$ cat src/rtl/timer_pkg.sv
// Shared constants and state encoding for the interval timer family.
// Count width is tied to the fan-in of the downstream zero-detect NOR.
package timer_pkg;

  localparam int TMR_W = 7;

  typedef enum logic {
    IDLE = 1'b0,
    RUN  = 1'b1
  } tmr_state_e;

endpackage

$ cat src/rtl/timer7_down_if.sv
// Control/status bundle between a timer7_down and the logic that drives it.
// master: sequencer side; slave: the timer itself.
interface timer7_down_if;
  import timer_pkg::*;

  logic             ld;
  logic             en;
  logic [TMR_W-1:0] din;
  logic [TMR_W-1:0] cnt;
  logic             zero;
  logic             busy;
  logic             done;

  modport master (output ld, en, din, input cnt, zero, busy, done);
  modport slave  (input ld, en, din, output cnt, zero, busy, done);

endinterface

$ cat src/rtl/mynor7inp.sv
// 7-input NOR zero detect on the timer count; built from a gate primitive
// so the netlist carries a single NOR cell rather than a reduction tree.
module mynor7inp (
  input  logic [6:0] a,
  output wire        y
);

  nor u_nor7 (y, a[0], a[1], a[2], a[3], a[4], a[5], a[6]);

endmodule

$ cat src/rtl/timer7_down.sv
// 7-bit loadable down-counter with busy, one-cycle done and optional auto-reload.
// state | meaning:  IDLE | no run, en ignored;  RUN | counting toward zero
module timer7_down
  import timer_pkg::*;
#(
  parameter bit AUTO_RELOAD = 1'b0
) (
  input  logic          clk,
  input  logic          rst_n,
  timer7_down_if.slave  bus
);

  localparam int WIDTH = TMR_W;
  localparam logic [WIDTH-1:0] CNT_ZERO = '0;
  localparam logic [WIDTH-1:0] CNT_ONE  = WIDTH'(1);

  tmr_state_e       state;
  logic [WIDTH-1:0] cnt_q;
  logic [WIDTH-1:0] rld_q;
  logic             done_q;
  logic             zero_w;

  always_ff @(posedge clk or negedge rst_n) begin
    if (!rst_n) begin
      state  <= IDLE;
      cnt_q  <= CNT_ZERO;
      rld_q  <= CNT_ZERO;
      done_q <= 1'b0;
    end else begin
      done_q <= 1'b0;
      case (state)
        IDLE: begin
          if (bus.ld) begin
            cnt_q <= bus.din;
            rld_q <= bus.din;
            if (bus.din != CNT_ZERO) state <= RUN;
          end
        end
        RUN: begin
          // A load on the completing edge wins and suppresses done.
          if (bus.ld) begin
            cnt_q <= bus.din;
            rld_q <= bus.din;
            if (bus.din == CNT_ZERO) state <= IDLE;
          end else if (bus.en) begin
            // Only reachable with auto-reload: the one cycle spent at zero.
            if (cnt_q == CNT_ZERO) cnt_q <= rld_q;
            else                   cnt_q <= cnt_q - CNT_ONE;
            if (cnt_q == CNT_ONE) begin
              done_q <= 1'b1;
              if (!AUTO_RELOAD) state <= IDLE;
            end
          end
        end
        default: state <= IDLE;
      endcase
    end
  end

  mynor7inp u_nor (
    .a (cnt_q),
    .y (zero_w)
  );

  assign bus.cnt  = cnt_q;
  assign bus.zero = zero_w;
  assign bus.busy = (state == RUN);
  assign bus.done = done_q;

endmodule

$ cat src/flat_wrapper.sv
// flat-port wrapper written by rule: the top's interface ports become plain ports
module timer7_down_flat import timer_pkg::*;
#(
  parameter bit AUTO_RELOAD = 1'b0
)
  (clk, rst_n, bus_ld, bus_en, bus_din, bus_cnt, bus_zero, bus_busy, bus_done);
  timer7_down_if bus_i ();
  input  logic clk;
  input  logic rst_n;
  input wire logic [$bits(bus_i.ld)-1:0] bus_ld;
  input wire logic [$bits(bus_i.en)-1:0] bus_en;
  input wire logic [$bits(bus_i.din)-1:0] bus_din;
  output wire logic [$bits(bus_i.cnt)-1:0] bus_cnt;
  output wire logic [$bits(bus_i.zero)-1:0] bus_zero;
  output wire logic [$bits(bus_i.busy)-1:0] bus_busy;
  output wire logic [$bits(bus_i.done)-1:0] bus_done;
  assign bus_i.ld = bus_ld;
  assign bus_i.en = bus_en;
  assign bus_i.din = bus_din;
  assign bus_cnt = bus_i.cnt;
  assign bus_zero = bus_i.zero;
  assign bus_busy = bus_i.busy;
  assign bus_done = bus_i.done;
  timer7_down #(.AUTO_RELOAD(AUTO_RELOAD)) u_core (.clk(clk), .rst_n(rst_n), .bus(bus_i));
endmodule
$ cat config.mk
export PLATFORM = sky130hd
export DESIGN_NAME = timer7_down_flat
export DESIGN_NICKNAME = d
export VERILOG_FILES = /design/src/rtl/timer_pkg.sv /design/src/rtl/timer7_down_if.sv /design/src/rtl/mynor7inp.sv /design/src/rtl/timer7_down.sv /design/src/flat_wrapper.sv
export SDC_FILE = /design/constraint.sdc
export NUM_CORES = 1
export LEC_CHECK = 0
export ABC_AREA = 1
export CORE_ASPECT_RATIO = 0.75
export CORE_MARGIN = 8
export CORE_UTILIZATION = 55
export CTS_BUF_LIST = sky130_fd_sc_hd__clkbuf_8
export CTS_CLUSTER_DIAMETER = 40
export DETAILED_ROUTE_END_ITERATION = 7
export PLACE_DENSITY = 0.9
export REMOVE_ABC_BUFFERS = 1
export SYNTH_ARGS = -nofsm -noshare
export SYNTH_HDL_FRONTEND = slang
export SYNTH_SLANG_ARGS = --single-unit
$ cat constraint.sdc
create_clock -name clk -period 2.1 [get_ports clk]
set_input_delay 0.42 -clock clk [delete_from_list [all_inputs] [get_ports clk]]
set_output_delay 0.42 -clock clk [all_outputs]
set_load 0.05 [all_outputs]
# --- Word level (Yosys, flattened, before mapping) ---
# Index checks and enable logic that the tools add are counted.
classes:
  n_eq_ne: 3
  addsub: 1
  n_lt_le_gt_ge: 0
  muxes: 16
  multipliers: 0
  n_reduce_logical: 5
  n_div: 0
  shift: 0
  n_bitwise: 2
op_table:
  columns: ["cell", "n"]
  rows:
  - ["two-way mux 7 bit", 4]
  - ["logical NOT 7 bit", 2]
  - ["case mux 7 bit (2 select lines)", 1]
  - ["two-way mux 1 bit", 10]
  - ["equality test 7 x 1 -> 1 bit (second input constant)", 1]
  - ["nonzero test 7 bit", 1]
  - ["OR reduction 7 bit", 1]
  - ["subtractor 7 x 1 -> 7 bit (second input constant)", 1]
  - ["inequality test 3 bit (second input constant)", 1]
  - ["inequality test 2 bit (second input constant)", 1]
  - ["NOT 1 bit", 2]
  - ["case mux 1 bit (2 select lines)", 1]
  - ["AND reduction 2 bit", 1]
word_totals:
  regBits: 16
  mem_count: 0
  latchBits: 0
  rom_bits: 0
  mem_bits_rw: 0

# --- Logic depth before layout (Yosys ltp) ---
# Gate-level depths: netlist of run 1.
depth:
  depth_word: 5
  mapped_depth: 8
  mapped_depth_nobuf: 8

# --- Cells and area by module ---
# Synthesis of run 1 repeated with hierarchy kept, for this count alone.
unflattened:
  cells_unflattened: 142
  hier_area_um2: 1002.2
modules_own_cells:
  columns: ["module", "area_per_inst_um2", "n_inst", "cells_each"]
  rows:
  - ["timer7_down", 975.9, 1, 135]
  - ["mynor7inp", 26.3, 1, 7]

# --- Worst setup path before layout of run 1 ---
# OpenSTA, ideal clock, no wires.
synth_timing:
  kind: "register to output"
  from: "reg u_core.cnt_q[1] (netlist: u_core.bus.cnt[1])"
  to: "out bus_zero"
  arrival_time_ns: 1.258
  path_stages_with_launch: 5
  slack_ns: 0.422
  path_cell_list: "dfrtp_1 > inv_1 > ha_1 > nand2_4 > nor2_8"
synth_via:
  elab_chain_cells: 2
synth_rtl:
  columns: ["item", "line_no", "source"]
  rows:
  - ["from (decl)", "timer7_down.sv:18", "logic [WIDTH-1:0] cnt_q;"]
  - ["from (signal assigned)", "timer7_down.sv:34", "cnt_q <= bus.din;"]
  - ["from (signal assigned)", "timer7_down.sv:42", "cnt_q <= bus.din;"]
  - ["from (signal assigned)", "timer7_down.sv:47", "if (cnt_q == CNT_ZERO) cnt_q <= rld_q;"]
  - ["OR reduction 7 bit", "mynor7inp.sv:8", "nor u_nor7 (y, a[0], a[1], a[2], a[3], a[4], a[5], a[6]);"]
  - ["NOT 1 bit", "mynor7inp.sv:8", null]
  - ["to (decl)", "flat_wrapper.sv:14", "output wire logic [$bits(bus_i.zero)-1:0] bus_zero;"]
# No other way between the ends.

# --- Final worst setup path of run 1 ---
layout_timing:
  from: "reg u_core.cnt_q[3] (netlist: u_core.bus.cnt[3])"
  to: "out bus_cnt[3]"
layout_lines:
  columns: ["item", "line_no", "source"]
  rows:
  - ["to (decl)", "flat_wrapper.sv:13", "output wire logic [$bits(bus_i.cnt)-1:0] bus_cnt;"]
# No word-level cell between the ends.

==> flow_metrics.env, run 1 <==
export IMPL_yosys_area_top_type_share_pct=39.85
export IMPL_routedWlPerCell_um=12.64
export IMPL_antenna_cells=0
export IMPL_clk_latency_ps=240
export IMPL_leakage_uw=0.0006701
export IMPL_swShare_pct=36.79
export IMPL_firstDrtPassIters=4
export IMPL_grtUsageTotal_pct=14.15
export IMPL_fmax_ghz=0.5062
export IMPL_skew_ps=0.5795
export IMPL_synth_area_top_cells="dfrtp_1 40%, nand2_1 13%, inv_1 6.7%, nand3_1 6.0%, o21ai_0 4.5%"
export IMPL_wl_um=2250
export IMPL_grt_overflow=0
export IMPL_critical_path_class="reg -> out"
export IMPL_utilization_pct=74.60
export IMPL_rsz0062_at_grt="no"
export IMPL_nets=172
export IMPL_port_buffers=20
export IMPL_yosys_most_used_dff="dfrtp_1"
export IMPL_fp_coreArea_um2=1724
export IMPL_die_h_um=53.02
export IMPL_grt_pass1_wl_um=3891
export IMPL_critical_path_arrival_ps=1560
export IMPL_chipWidth_um=65.35
export IMPL_slew_limit_headroom_pct=65.83
export IMPL_combinationalPowerShare_pct=35.0
export IMPL_finalHoldViolCount=0
export IMPL_clkPwrFrac_pct=23.9
export IMPL_ir_worst_vdd_mv=0.7448
export IMPL_antenna_found_initial=0
export IMPL_ff_latch_area_um2=400.4
export IMPL_post_cts_resized=0
export IMPL_hpwl_um=1782
export IMPL_fin_crit_ps=1976
export IMPL_start_kind="register"
export IMPL_synth_most_common_cell="nand2_1"
export IMPL_synth_cells=133
export IMPL_rows=13
export IMPL_placed_cell_area_um2=1245
export IMPL_crit_path_max_incr_delay_ps=850
export IMPL_grt_pass1_vias=890
export IMPL_clock_path_buffers=2
export IMPL_avgSynthCellArea_um2=7.554
export IMPL_vias_per_cell=5.354
export IMPL_ys_warnings_count=0
export IMPL_synth_cell_types=24
export IMPL_hold_buffers=0
export IMPL_grt_max_degree=17
export IMPL_root_buffer="clkbuf_8"
export IMPL_synth_edff_count=0
export IMPL_critical_path_buf_inv_count=1
export IMPL_worst_pin_slew_ps=510.9
export IMPL_pwr_density_cell_nw_per_um2=718.5
export IMPL_critical_path_slowest_cell="clkdlybuf4s50_1"
export IMPL_cts_buffers_inserted=3
export IMPL_drt_iter0_drc=43
export IMPL_p_seq_share_pct=41.1
export IMPL_multiInputGateArea_um2=503.0
export IMPL_fin_tns_setup_ps=0
export IMPL_fin_cells=178
export IMPL_ys_seq_area_share_pct=39.85
export IMPL_clk_pin_slew_ps=60
export IMPL_placedCellCount=175
export IMPL_nFillCells=137
export IMPL_cp_depth=1
export IMPL_initial_core_util_pct=58.27
export IMPL_crit_chain="clkdlybuf4s50_1"
export IMPL_areaGrowthSynthToFinish_pct=28.02
export IMPL_tritoncts="yes"
export IMPL_synth_seq_cells=16
export IMPL_fin_crit_sh_pct=94.08
export IMPL_dieArea_um2=3465
export IMPL_setup_slack_ps=124.4
export IMPL_vias=953
export IMPL_yosys_area_top_type="dfrtp_1"
export IMPL_crit_fanout=5
export IMPL_ant_nets=0
export IMPL_clock_sinks=16
export IMPL_critPathCaptureType="primary output"
export IMPL_synth_common_cells="34 x nand2_1, 18 x inv_1, 16 x dfrtp_1"
export IMPL_critPathLaunch="u_core.bus.cnt[3]"
export IMPL_htree_levels=1
export IMPL_switchingPower_uw=340.0
export IMPL_required_ps=1680
export IMPL_drcViolationCount=0
export IMPL_ios=21
export IMPL_async_flop_share_pct=100.0
export IMPL_p_int_uw=584.1
export IMPL_final_setup_viol_count=0
export IMPL_worstRegToRegCells=8
export IMPL_slew_viol_final=0
export IMPL_maxCapViolCount=0
export IMPL_stdcell_area_um2=1286
export IMPL_post_cts_setup_buffers=0
export IMPL_status="finished, final reports clean"
export IMPL_r2r_start="u_core.bus.cnt[0]"
export IMPL_synth_area_um2=1005
export IMPL_crit_family="buffers and inverters"
export IMPL_layout_drive_gt1_share_pct=15.38
export IMPL_min_path_type="in -> async"
export IMPL_preCtsSetupSlack_ps=381.9
export IMPL_gp_congestion=0.9390
through the flow:
| step | hold WS [ps] | power (µW) |
|---|---|---|
| 3_5_place_dp | 501.3 | 708.3 |
| 2_1_floorplan | 124.4 | 596.7 |
| 3_3_place_gp | 490.4 | 702.1 |
| 4_1_cts | 501.2 | 929.0 |
| 6_report | 498.7 | 924.2 |
| 5_1_grt | 519.8 | 976.2 |
layout by cell type, fill, tap and decap left out:
master,Yosys,final
clkdlybuf4s50_1,0,18
nor2_1,9,9
o21ai_0,9,9
clkinv_4,1,1
nand2_2,2,2
buf_4,0,3
nor3_1,2,2
nor2_8,1,1
xnor2_1,1,1
dfrtp_1,16,16
nor2_2,1,1
nand3_1,12,12
clkbuf_8,0,3
nor2_4,2,2
a31o_2,1,1
o211ai_1,1,1
buf_12,0,1
ha_1,3,3
o22ai_1,1,1
a21oi_2,2,2
nand2_4,3,3
clkinv_1,1,1
a21oi_1,7,7
inv_2,3,3
nand3_2,1,1
nand2_1,34,34
inv_1,18,18
area by class of cell:
cell class	count	area share, %
Inverter	23	7.101
Timing Repair Buffer	22	17.32
Tap cell	22	2.140
Multi-Input combinational cell	92	39.11
Clock buffer	3	3.210
Sequential cell	16	31.13
flip-flops by register name, summed over array words and instances, names as in the netlist:
| register | flops |
|---|---|
| u_core.bus.cnt | 7 |
| u_core.bus.done | 1 |
| u_core.bus.busy | 1 |
| u_core.rld_q | 7 |
final timing paths:
check                                          to  slack, ps
worst max-delay path                   bus_cnt[3]        120
worst min-delay path              u_core.rld_q[5]        500
worst max register to register  u_core.bus.cnt[2]        650
worst min register to register    u_core.rld_q[3]        520
max in group asynchronous       u_core.bus.cnt[1]       1430
min in group clk                  u_core.rld_q[3]        520
routing by layer:
metal  up-vias  track usage, %  share of wire [%]
met4         0           2.166               0.22
met1       450           15.91                 42
met2        38           25.45                 49
met3         2           5.474                8.8
li1        463               -                  -
met5         -               0                  0
cells by family after synthesis:
family | count (synthesis) | share of synthesized area (%)
compound gates | 21 | 11.96
simple gates | 67 | 33.50
flops | 16 | 39.85
fa+ha+maj | 3 | 3.736
buf+inv | 25 | 10.09
xor+xnor | 1 | 0.8719
power groups by stage:
stage / clock, µW / sequential [µW] / combinational (µW)
6_report: 221 / 380 / 324
5_1_grt: 238 / 385 / 354
4_1_cts: 224 / 380 / 325
3_5_place_dp: 0 / 385 / 324
3_3_place_gp: 0 / 384 / 318
2_1_floorplan: 0 / 455 / 142
Power figures use the tool's default switching activity.
==> run 2, diff against run 1 <==
--- a/config.mk
+++ b/config.mk
@@ -12,6 +12,7 @@
 export CTS_BUF_LIST = sky130_fd_sc_hd__clkbuf_8
 export CTS_CLUSTER_DIAMETER = 40
 export DETAILED_ROUTE_END_ITERATION = 7
+export GPL_TIMING_DRIVEN = 0
 export PLACE_DENSITY = 0.9
 export REMOVE_ABC_BUFFERS = 1
 export SYNTH_ARGS = -nofsm -noshare
==> flow_metrics.env, run 2 (synthesis results as in run 1) <==
export IMPL_clk_latency_ps=250
export IMPL_crit_family="buffers and inverters"
export IMPL_antenna_cells=0
export IMPL_ir_worst_vdd_mv=0.5262
export IMPL_root_buffer="clkbuf_8"
export IMPL_vias=932
export IMPL_crit_fanout=5
export IMPL_gp_congestion=0.8977
export IMPL_clock_sinks=16
export IMPL_hpwl_um=1893
export IMPL_antenna_found_initial=0
export IMPL_clock_path_buffers=2
export IMPL_ant_nets=0
export IMPL_fp_coreArea_um2=1724
export IMPL_routedWlPerCell_um=13.12
export IMPL_final_cell_mix="34 x nand2_1, 19 x clkdlybuf4s50_1, 18 x inv_1"
export IMPL_dieArea_um2=3465
export IMPL_preCtsSetupSlack_ps=-159.7
export IMPL_wl_um=2309
export IMPL_crit_chain="clkdlybuf4s50_1"
export IMPL_grt_pass1_wl_um=3939
export IMPL_chipWidth_um=65.35
export IMPL_multiInputGateArea_um2=503.0
export IMPL_cts_buffers_inserted=3
export IMPL_start_kind="register"
export IMPL_post_cts_setup_buffers=0
export IMPL_initial_core_util_pct=58.27
export IMPL_nFillCells=147
export IMPL_fin_crit_sh_pct=96.00
export IMPL_nets=170
export IMPL_status="finished, final reports clean"
export IMPL_grt_max_degree=17
export IMPL_skew_ps=1.247
export IMPL_min_path_type="reg -> reg"
export IMPL_drcViolationCount=0
export IMPL_setup_slack_ps=84.05
export IMPL_critical_path_class="reg -> out"
export IMPL_tritoncts="yes"
export IMPL_fmax_ghz=0.4960
export IMPL_port_buffers=20
export IMPL_final_setup_viol_count=0
export IMPL_required_ps=1680
export IMPL_rows=13
export IMPL_critical_path_buf_inv_count=1
export IMPL_rsz0062_at_grt="no"
export IMPL_hold_buffers=0
export IMPL_worst_pin_slew_ps=691.8
export IMPL_layout_drive_gt1_share_pct=13.64
export IMPL_critical_path_arrival_ps=1600
export IMPL_grtUsageTotal_pct=14.58
export IMPL_critical_path_slowest_cell="clkdlybuf4s50_1"
export IMPL_critPathCaptureType="primary output"
export IMPL_areaGrowthSynthToFinish_pct=25.28
export IMPL_die_h_um=53.02
export IMPL_clk_pin_slew_ps=60
export IMPL_slew_viol_final=0
export IMPL_ios=21
export IMPL_drt_iter0_drc=30
export IMPL_slew_limit_headroom_pct=53.74
export IMPL_maxCapViolCount=0
export IMPL_fin_hold_ws_ps=511.9
export IMPL_post_cts_resized=5
export IMPL_fin_crit_ps=2016
export IMPL_leakage_uw=0.0006570
export IMPL_firstDrtPassIters=4
export IMPL_htree_levels=1
export IMPL_vias_per_cell=5.295
export IMPL_grt_overflow=0
export IMPL_ff_latch_area_um2=400.4
export IMPL_grt_pass1_vias=902
export IMPL_fin_tns_setup_ps=0
export IMPL_final_common_cell="nand2_1"
export IMPL_crit_path_max_incr_delay_ps=870
export IMPL_pwr_density_cell_nw_per_um2=738.1
export IMPL_finalHoldViolCount=0
[run 2: cell count changes in the layout (fill, tap and decap cells not counted)]
cell,before,now
buf_4,3,0
buf_2,0,1
buf_12,1,0
clkdlybuf4s50_1,18,19
[run 2: per-stage QoR]
step	util [%]	power, µW	area [µm²]	cells
2_1_floorplan	-	596.7	994.7	131
3_3_place_gp	70.90	696.4	1222	173
5_1_grt	73.00	979.4	1259	176
4_1_cts	73.00	936.2	1259	176
3_5_place_dp	70.90	709.5	1222	173
6_report	73.00	929.1	1259	176
[run 2: final timing paths]
kind | start | to | slack [ps] | depth (start not counted)
min in group asynchronous | rst_n | u_core.rld_q[6] | 590 | 1
setup reg to reg | u_core.bus.cnt[0] | u_core.bus.cnt[5] | 640 | 8
max in group asynchronous | rst_n | u_core.bus.cnt[1] | 1070 | 1
setup / recovery | u_core.bus.cnt[2] | bus_cnt[2] | 80 | 1
hold reg to reg | u_core.rld_q[3] | u_core.rld_q[3] | 510 | 2
hold / removal | u_core.rld_q[3] | u_core.rld_q[3] | 510 | 2
[run 2: power by group]
| part | internal (µW) | switching [µW] |
|---|---|---|
| combinational | 114 | 207 |
| sequential | 342 | 38.3 |
| clock | 127 | 101 |
[run 2: layout make-up]
type | count | area share (%)
clock buffers | 3 | 3.280
inverters | 23 | 7.256
flip-flops and latches | 16 | 31.81
well taps | 22 | 2.187
multi-input cells | 92 | 39.96
repair buffers | 20 | 15.51
[run 2: metal layers]
metal	GRT usage (%)	vias up	routed length, µm	share of wire [%]
met5	0	-	0	0
met1	15.48	429	932	40
met3	6.316	6	160	6.9
li1	-	463	-	-
met4	5.054	0	40	1.7
met2	25.61	34	1176	51
==> run 3, diff against run 2 <==
--- a/config.mk
+++ b/config.mk
@@ -14,7 +14,9 @@
 export DETAILED_ROUTE_END_ITERATION = 7
 export GPL_TIMING_DRIVEN = 0
 export PLACE_DENSITY = 0.9
+export RECOVER_POWER = 50
 export REMOVE_ABC_BUFFERS = 1
 export SYNTH_ARGS = -nofsm -noshare
 export SYNTH_HDL_FRONTEND = slang
 export SYNTH_SLANG_ARGS = --single-unit
+export TNS_END_PERCENT = 100
==> flow_metrics.env, run 3 (synthesis results as in run 1) <==
export IMPL_nets=170
export IMPL_grt_max_degree=17
export IMPL_finalHoldViolCount=0
export IMPL_pwr_density_cell_nw_per_um2=737.6
export IMPL_die_h_um=53.02
export IMPL_gp_congestion=0.8977
export IMPL_clk_latency_ps=250
export IMPL_use_met2_pct=25.61
export IMPL_critical_path_buf_inv_count=1
export IMPL_placedCellCount=173
export IMPL_grtUsageTotal_pct=14.58
export IMPL_chipWidth_um=65.35
export IMPL_rsz0062_at_grt="no"
export IMPL_initial_core_util_pct=58.27
export IMPL_crit_path_max_incr_delay_ps=870
export IMPL_firstDrtPassIters=4
export IMPL_cts_buffers_inserted=3
export IMPL_vias_per_cell=5.295
export IMPL_grt_use_met1_pct=15.48
export IMPL_hold_buffers=0
export IMPL_skew_ps=1.247
export IMPL_drt_iter0_drc=30
export IMPL_dieArea_um2=3465
export IMPL_top_usage_layer="met2"
export IMPL_drcViolationCount=0
export IMPL_fin_crit_ps=2016
export IMPL_final_cell_mix="34 x nand2_1, 18 x inv_1, 17 x clkdlybuf4s50_1"
export IMPL_antenna_cells=0
export IMPL_layout_drive_gt1_share_pct=13.64
export IMPL_start_kind="register"
export IMPL_worstHoldEndpoint="u_core.rld_q[3]"
export IMPL_fin_hold_ws_ps=511.9
export IMPL_setup_slack_ps=84.05
export IMPL_nFillCells=147
export IMPL_final_common_cell="nand2_1"
export IMPL_crit_fanout=5
export IMPL_worstRegToRegCells=8
export IMPL_required_ps=1680
export IMPL_clock_path_buffers=2
export IMPL_preCtsSetupSlack_ps=-159.7
export IMPL_rr_endpoint="u_core.bus.cnt[5]"
export IMPL_crit_family="buffers and inverters"
export IMPL_r2r_start="u_core.bus.cnt[0]"
export IMPL_ir_worst_vdd_mv=0.5262
export IMPL_areaGrowthSynthToFinish_pct=25.28
export IMPL_maxCapViolCount=0
export IMPL_min_path_cells=2
export IMPL_worst_pin_slew_ps=698.7
export IMPL_final_setup_viol_count=0
export IMPL_grt_overflow=0
export IMPL_hp_start="u_core.rld_q[3]"
export IMPL_rows=13
export IMPL_wl_um=2309
export IMPL_clock_sinks=16
export IMPL_hpwl_um=1893
export IMPL_critPathCaptureType="primary output"
export IMPL_crit_chain="clkdlybuf4s50_1"
export IMPL_fin_cells=176
export IMPL_grt_use_met3_pct=6.316
export IMPL_ios=21
export IMPL_slew_limit_headroom_pct=53.27
export IMPL_leakage_uw=0.0006576
export IMPL_status="finished, final reports clean"
export IMPL_grt_pass1_vias=902
export IMPL_min_path_type="reg -> reg"
export IMPL_port_buffers=20
export IMPL_htree_levels=1
export IMPL_routedWlPerCell_um=13.12
export IMPL_fmax_ghz=0.4960
export IMPL_ff_latch_area_um2=400.4
export IMPL_fp_coreArea_um2=1724
export IMPL_critical_path_slowest_cell="clkdlybuf4s50_1"
export IMPL_tritoncts="yes"
export IMPL_antenna_found_initial=0
export IMPL_multiInputGateArea_um2=503.0
export IMPL_p_total_uw=928.4
export IMPL_grt_pass1_wl_um=3939
export IMPL_critical_path_class="reg -> out"
export IMPL_critical_path_arrival_ps=1600
export IMPL_root_buffer="clkbuf_8"
export IMPL_slew_viol_final=0
export IMPL_vias=932
export IMPL_ant_nets=0
export IMPL_clk_pin_slew_ps=60
export IMPL_fin_crit_sh_pct=96.00
export IMPL_r2r_setup_slack_ps=640
## run 3: cell count changes in the layout (fill, tap and decap cells not counted), sizes merged
cell,before,now
dlygate4sd3,0,2
clkdlybuf4s50,19,17
## run 3: per-layer routing
layer | vias up | part of all wire, %
met5 | - | 0
met3 | 6 | 6.9
met4 | 0 | 1.7
li1 | 463 | -
met2 | 34 | 51
met1 | 429 | 40
## run 3: where the power goes
part | internal (µW) | switching (µW)
logic | 113 | 207
clock network | 127 | 101
registers | 342 | 38.3
total | 582 | 346
## run 3: worst max path at each step
stage | slack, ps | cells past startpoint | startpoint | to
global route | 10 | 5 | u_core.bus.cnt[0] | bus_zero
detailed placement | -160 | 5 | u_core.bus.cnt[0] | bus_zero
floorplan | 420 | 4 | u_core.bus.cnt[1] | bus_zero
global placement | -100 | 5 | u_core.bus.cnt[0] | bus_zero
finish | 80 | 1 | u_core.bus.cnt[2] | bus_cnt[2]
CTS | 80 | 1 | u_core.bus.cnt[2] | bus_cnt[2]
## run 3: final cells by class
class	count	share of cell area, %
Multi-Input combinational cell	92	39.96
Sequential cell	16	31.81
Clock buffer	3	3.280
Tap cell	22	2.187
Inverter	23	7.256
Timing Repair Buffer	20	15.51
## run 3: metrics by stage
stage | cell area (µm²) | setup TNS (ps) | utilization, %
final | 1259 | 0 | 73.00
after global routing | 1259 | 0 | 73.00
after CTS | 1259 | 0 | 73.00
after detailed placement | 1222 | -159.7 | 70.90
after global placement | 1222 | -102.8 | 70.90
after floorplan | 994.7 | 0 | -
## run 3: what timing repair did
item	in CTS	in global routing
endpoints found under the setup margin	1	0
setup buffers	0	0
resized for setup	5	0
endpoints found under the hold margin	0	0
## run 3: tightest hold or removal path, cell delays in order (launching register included)
cell and delay [ps]:
dfrtp_1 370, nand2_1 60, nand2_1 50
